`config.mk`:
```
export PLATFORM = sky130hd
export DESIGN_NAME = tt_um_load_ctrl_flat
export DESIGN_NICKNAME = d
export VERILOG_FILES = /design/src/rtl/tt_um_load_ctrl_if.sv /design/src/rtl/tt_um_load_ctrl.sv /design/src/flat_wrapper.sv
export SDC_FILE = /design/constraint.sdc
export NUM_CORES = 1
export LEC_CHECK = 0
export ABC_CLOCK_PERIOD_IN_PS = 2700
export CORE_MARGIN = 8
export CORE_UTILIZATION = 50
export DETAILED_ROUTE_END_ITERATION = 6
export PLACE_DENSITY_LB_ADDON = 0.25
export REMOVE_ABC_BUFFERS = 1
export SYNTH_ARGS = -nofsm -noshare
export SYNTH_HDL_FRONTEND = slang
export SYNTH_SLANG_ARGS = --single-unit
```
`constraint.sdc`:
```
create_clock -name clk -period 2.7 [get_ports clk]
set_input_delay 0.81 -clock clk [delete_from_list [all_inputs] [get_ports clk]]
set_output_delay 0.81 -clock clk [all_outputs]
set_load 0.05 [all_outputs]
```
`src/rtl/tt_um_load_ctrl_if.sv`:
```
// tt_um_load_ctrl_if: handshake and status bundle between the load controller and its host.
interface tt_um_load_ctrl_if;
    logic       start;
    logic       abort;
    logic       in_valid;
    logic       in_ready;
    logic       compute_req;
    logic       load_ena;
    logic [3:0] count;
    logic       row_valid;
    logic [2:0] row_idx;
    logic       busy;
    logic       load_done;
    logic       pass_done;
    logic       weights_loaded;
    modport master (
        output start, abort, in_valid, compute_req,
        input  in_ready, load_ena, count, row_valid, row_idx, busy, load_done, pass_done, weights_loaded
    );
    modport slave (
        input  start, abort, in_valid, compute_req,
        output in_ready, load_ena, count, row_valid, row_idx, busy, load_done, pass_done, weights_loaded
    );
endinterface

```
`src/rtl/tt_um_load_ctrl.sv`:
```
// tt_um_load_ctrl: sequences weight loads and compute passes for a rotating 28-bit row loader.
module tt_um_load_ctrl #(
    parameter int MAX_OUT_LEN = 7,
    parameter int LOAD_BEATS  = 14
) (
    input logic               clk,
    input logic               rst,
    tt_um_load_ctrl_if.slave  bus
);
    localparam logic [1:0] IDLE      = 2'd0;
    localparam logic [1:0] LOAD      = 2'd1;
    localparam logic [1:0] READY     = 2'd2;
    localparam logic [1:0] COMPUTE   = 2'd3;
    localparam logic [2:0] ROT_LAST  = 3'(MAX_OUT_LEN - 1);
    localparam logic [3:0] BEAT_LAST = 4'(LOAD_BEATS - 1);

    logic [1:0] state_q, state_d;
    logic [2:0] rot_q, rot_d;
    logic [2:0] pass_q, pass_d;
    logic [3:0] beat_q, beat_d;
    logic       wl_q, wl_d;
    logic       done_q, done_d;
    logic       accept;

    assign accept             = bus.in_valid && state_q == LOAD;
    assign bus.in_ready       = state_q == LOAD;
    assign bus.load_ena       = accept;
    assign bus.count          = state_q == LOAD ? beat_q : 4'd0;
    assign bus.row_valid      = state_q == COMPUTE;
    assign bus.row_idx        = rot_q;
    assign bus.busy           = state_q == LOAD || state_q == COMPUTE;
    assign bus.load_done      = done_q;
    assign bus.pass_done      = state_q == COMPUTE && pass_q == ROT_LAST;
    assign bus.weights_loaded = wl_q;

    // Next-state: rotation tracks the loader every cycle; abort beats a final beat, start beats compute_req.
    always_comb begin
        state_d = state_q;
        beat_d  = beat_q;
        wl_d    = wl_q;
        pass_d  = pass_q;
        done_d  = 1'b0;
        rot_d   = rot_q == ROT_LAST ? 3'd0 : rot_q + 3'd1;
        case (state_q)
            IDLE: if (bus.start) begin
                state_d = LOAD;
                beat_d  = 4'd0;
                wl_d    = 1'b0;
            end
            LOAD: if (bus.abort) begin
                state_d = IDLE;
                beat_d  = 4'd0;
                wl_d    = 1'b0;
            end else if (accept) begin
                state_d = beat_q == BEAT_LAST ? READY : LOAD;
                wl_d    = beat_q == BEAT_LAST;
                done_d  = beat_q == BEAT_LAST;
                beat_d  = beat_q == BEAT_LAST ? 4'd0 : beat_q + 4'd1;
            end
            READY: if (bus.start) begin
                state_d = LOAD;
                beat_d  = 4'd0;
                wl_d    = 1'b0;
            end else if (bus.compute_req) begin
                state_d = COMPUTE;
                pass_d  = 3'd0;
            end
            COMPUTE: begin
                state_d = pass_q == ROT_LAST ? READY : COMPUTE;
                pass_d  = pass_q + 3'd1;
            end
            default: state_d = IDLE;
        endcase
    end

    // State registers with synchronous reset overriding every input.
    always_ff @(posedge clk) begin
        if (rst) begin
            state_q <= IDLE;
            rot_q   <= 3'd0;
            pass_q  <= 3'd0;
            beat_q  <= 4'd0;
            wl_q    <= 1'b0;
            done_q  <= 1'b0;
        end else begin
            state_q <= state_d;
            rot_q   <= rot_d;
            pass_q  <= pass_d;
            beat_q  <= beat_d;
            wl_q    <= wl_d;
            done_q  <= done_d;
        end
    end
endmodule

```
`src/flat_wrapper.sv`:
```
// flat-port wrapper written by rule: the top's interface ports become plain ports
module tt_um_load_ctrl_flat 
#(
    parameter int MAX_OUT_LEN = 7,
    parameter int LOAD_BEATS  = 14
)
  (clk, rst, bus_start, bus_abort, bus_in_valid, bus_compute_req, bus_in_ready, bus_load_ena, bus_count, bus_row_valid, bus_row_idx, bus_busy, bus_load_done, bus_pass_done, bus_weights_loaded);
  tt_um_load_ctrl_if bus_i ();
  input logic clk;
  input logic rst;
  input wire logic [$bits(bus_i.start)-1:0] bus_start;
  input wire logic [$bits(bus_i.abort)-1:0] bus_abort;
  input wire logic [$bits(bus_i.in_valid)-1:0] bus_in_valid;
  input wire logic [$bits(bus_i.compute_req)-1:0] bus_compute_req;
  output wire logic [$bits(bus_i.in_ready)-1:0] bus_in_ready;
  output wire logic [$bits(bus_i.load_ena)-1:0] bus_load_ena;
  output wire logic [$bits(bus_i.count)-1:0] bus_count;
  output wire logic [$bits(bus_i.row_valid)-1:0] bus_row_valid;
  output wire logic [$bits(bus_i.row_idx)-1:0] bus_row_idx;
  output wire logic [$bits(bus_i.busy)-1:0] bus_busy;
  output wire logic [$bits(bus_i.load_done)-1:0] bus_load_done;
  output wire logic [$bits(bus_i.pass_done)-1:0] bus_pass_done;
  output wire logic [$bits(bus_i.weights_loaded)-1:0] bus_weights_loaded;
  assign bus_i.start = bus_start;
  assign bus_i.abort = bus_abort;
  assign bus_i.in_valid = bus_in_valid;
  assign bus_i.compute_req = bus_compute_req;
  assign bus_in_ready = bus_i.in_ready;
  assign bus_load_ena = bus_i.load_ena;
  assign bus_count = bus_i.count;
  assign bus_row_valid = bus_i.row_valid;
  assign bus_row_idx = bus_i.row_idx;
  assign bus_busy = bus_i.busy;
  assign bus_load_done = bus_i.load_done;
  assign bus_pass_done = bus_i.pass_done;
  assign bus_weights_loaded = bus_i.weights_loaded;
  tt_um_load_ctrl #(.MAX_OUT_LEN(MAX_OUT_LEN), .LOAD_BEATS(LOAD_BEATS)) u_core (.clk(clk), .rst(rst), .bus(bus_i));
endmodule
```
==> metrics <==
status=complete, no violations; Routability Congestion=between 0.7 and 0.8; hold depth=1; core area=~0.0015 sq mm; WHS=around 460 ps; routed wire length=between 1500 and 2000 microns; power consumption=between 0.4 and 0.5 mW; row cnt=14; min-delay src=u_core.bus.row_idx[0]$_SDFF_PP0_; R2R depth=5; # DRC=0; vias in the first global route=between 600 and 700; Max-cap violations=0; Setup Buffers After CTS=0; Detail Route Antenna Nets=0; Lkg Pwr=roughly 0.42 nW; hold endpoint=u_core.bus.row_idx[0]$_SDFF_PP0_; Min Clock Period, post-route=2588 ps; final hold violation count=0; flop-to-flop setup slack=roughly 1300 ps; I/O Buffers=19; placed cells=roughly 120; Final Non-Filler Cells=between 100 and 150; drt pass-1 iters=4; Startpoint Class=flop; final net count=118; crit path capture type=output pin; Power Dens Cells=455.6 mW/mm^2; initial antenna violation count=0; first-pass GRT wire length=between 2000 and 3000 microns; synth warn=0; GRT overflow=0; Sum Neg Setup Slack=0 ps; Clock Tree Root=clkbuf_4; clk buf depth=2; worst skew pair latency=about 280 ps; period utilization=0.9586; fmax=around 390 MHz; FF-to-FF End=u_core.beat_q[2]$_SDFFE_PP0P_; area grow syn2layout=27.82%; via count=649; gr usage total=0.1041; largest net degree at the start of global routing=11; met1 WL=between 700 and 800 microns; Max Used Layer=met4; Worst Path Required=approximately 1900 ps; routed len/inst=between 10 and 15 microns; sequential fraction of the synthesis area=0.3561; CTS sink count=14; top-count cell post-synth=dfxtp_1; Synth Cell Area=787.0 sq um; CTS Buf Count=3; antenna cells=0; Final setup viols=0; met2 wire length=685 microns; Worst R2R Start=u_core.state_q[0]$_SDFFE_PP0P_; H-tree depth=1; RSZ-0062 raised after global routing=no; post-synth top area cell=dfxtp_1; CTS clk-pin slew, worst paths=roughly 90 ps; # resized after CTS=0; starting density of the core=0.5286; met3 WL=123 microns; I/O Pins=20; post-synthesis cell type count=30; worst vdd ir=0.3255 mV; Seq cells post-synth=14; hold buffers post-CTS=0; worst-path maximum fanout=8; cell count after synthesis=between 80 and 90; async set or reset register ratio after synthesis=0; worst min-delay path class=flop to flop; Slew HR=0.6603; Synth area leaders=dfxtp_1, ha_1, nor2_1, and2_2, buf_6; share of the synthesized area in the top cell type=0.3561; layout cells sized above 1=0.2381; Max Slew Vio Count=0; Vias/cell=approximately 5.4; Tightest Pin Transition=slightly above 500 ps; die height=55.68 microns; Worst EP arrival=approximately 1800 ps; post-DP HPWL=around 1200 microns; commonest register cell after synthesis=dfxtp_1; Crit Path Category=flop to output pin; mean cell area of the mapped netlist=roughly 9.4 sq um; Post-synth EDFFs=0; initial drt markers=8; Commonest cells post-synth=dfxtp_1, nor2_1, ha_1, and2_2, inv_1; CTS tree=done; die width=between 50 and 60 microns; Clock Skew=between 8 and 9 ps; die footprint=about 0.0031 sq mm
routing by layer:
metal / up-vias / track usage
li1: 332 / -
met1: 299 / 0.1068
met2: 16 / 0.1635
met3: 2 / 0.04795
met4: 0 / 0.07394
met5: - / 0
where the power goes:
group	switching [mW]	internal, mW	total, mW
Clock	0.0683	0.0820	0.150
Combinational	0.0528	0.0379	0.0907
Sequential	0.00522	0.212	0.217
Total	0.126	0.332	0.458
worst max-delay path by stage:
| stage | startpoint | endpoint | slack, ps | depth (start not counted) |
|---|---|---|---|---|
| global route | u_core.state_q[1]$_SDFFE_PP0P_ | bus_row_valid | 40 | 3 |
| floorplan | u_core.state_q[0]$_SDFFE_PP0P_ | bus_count[0] | 230 | 2 |
| finish | u_core.state_q[1]$_SDFFE_PP0P_ | bus_row_valid | 110 | 3 |
| detailed placement | bus_in_valid | bus_load_ena | 260 | 3 |
| global placement | bus_in_valid | bus_load_ena | 270 | 3 |
| CTS | u_core.state_q[1]$_SDFFE_PP0P_ | bus_row_valid | 100 | 3 |
worst max-delay path: stages, from the launching register on:
cell and delay, ps:
dfxtp_1 480, nand2_1 150, inv_1 70, clkdlybuf4s50_1 790
flip-flops by register name, summed over array words and instances, names as in the netlist:
register                   cells
u_core.state_q                 2
u_core.pass_q                  3
u_core.bus.row_idx             3
u_core.beat_q                  4
u_core.bus.weights_loaded      1
u_core.bus.load_done           1
metrics by stage:
stage / setup WS [ps] / util / instance area (sq um)
floorplan: 227.0 / - / 749.5
global placement: 272.6 / 0.6513 / 969.7
detailed placement: 258.8 / 0.6513 / 969.7
CTS: 102.7 / 0.6756 / 1006
global route: 38.53 / 0.6756 / 1006
finish: 111.8 / 0.6756 / 1006
cell usage in the layout (no fill, tap or decap):
cell / synthesis / layout
ha_1: 6 / 6
and4_2: 1 / 1
a211oi_1: 2 / 2
a21o_1: 2 / 2
nand2_1: 3 / 3
nor3b_1: 3 / 3
nand3b_1: 2 / 2
nand3_1: 4 / 4
o21ai_0: 3 / 3
nor2b_1: 1 / 1
o21bai_1: 1 / 1
a22oi_1: 1 / 1
clkbuf_8: 0 / 1
a21o_2: 1 / 1
a21oi_1: 3 / 3
o2bb2a_4: 1 / 1
buf_4: 0 / 8
dfxtp_1: 14 / 14
nor3_1: 1 / 1
or2b_1: 1 / 1
inv_1: 5 / 5
and2_2: 5 / 5
buf_12: 0 / 1
or2_4: 1 / 1
nor2b_4: 1 / 1
clkbuf_4: 0 / 3
clkdlybuf4s50_1: 0 / 12
nor2_1: 11 / 11
mux2i_1: 2 / 2
and2b_4: 1 / 1
o31ai_1: 3 / 3
a211oi_4: 1 / 1
area by class of cell:
| type | count | area, sq um |
|---|---|---|
| fillers | 118 | 483.0 |
| inverters | 5 | 18.77 |
| clock buffers | 4 | 36.28 |
| flip-flops and latches | 14 | 280.3 |
| well taps | 16 | 20.02 |
| repair buffers | 21 | 200.2 |
| multi-input cells | 61 | 450.4 |
logic make-up (layout without fill, tap and decap cells):
logic type                 after synthesis  count (layout)  share of synthesized area
AOI/OAI and AO/OA                       18              18                     0.1860
buffers and inverters                    9              30                    0.07154
DFF                                     14              14                     0.3561
and+or+nand+nor                         35              35                     0.2655
muxes                                    2               2                    0.02544
adders and majority gates                6               6                    0.09539
Power figures use the tool's default switching activity.
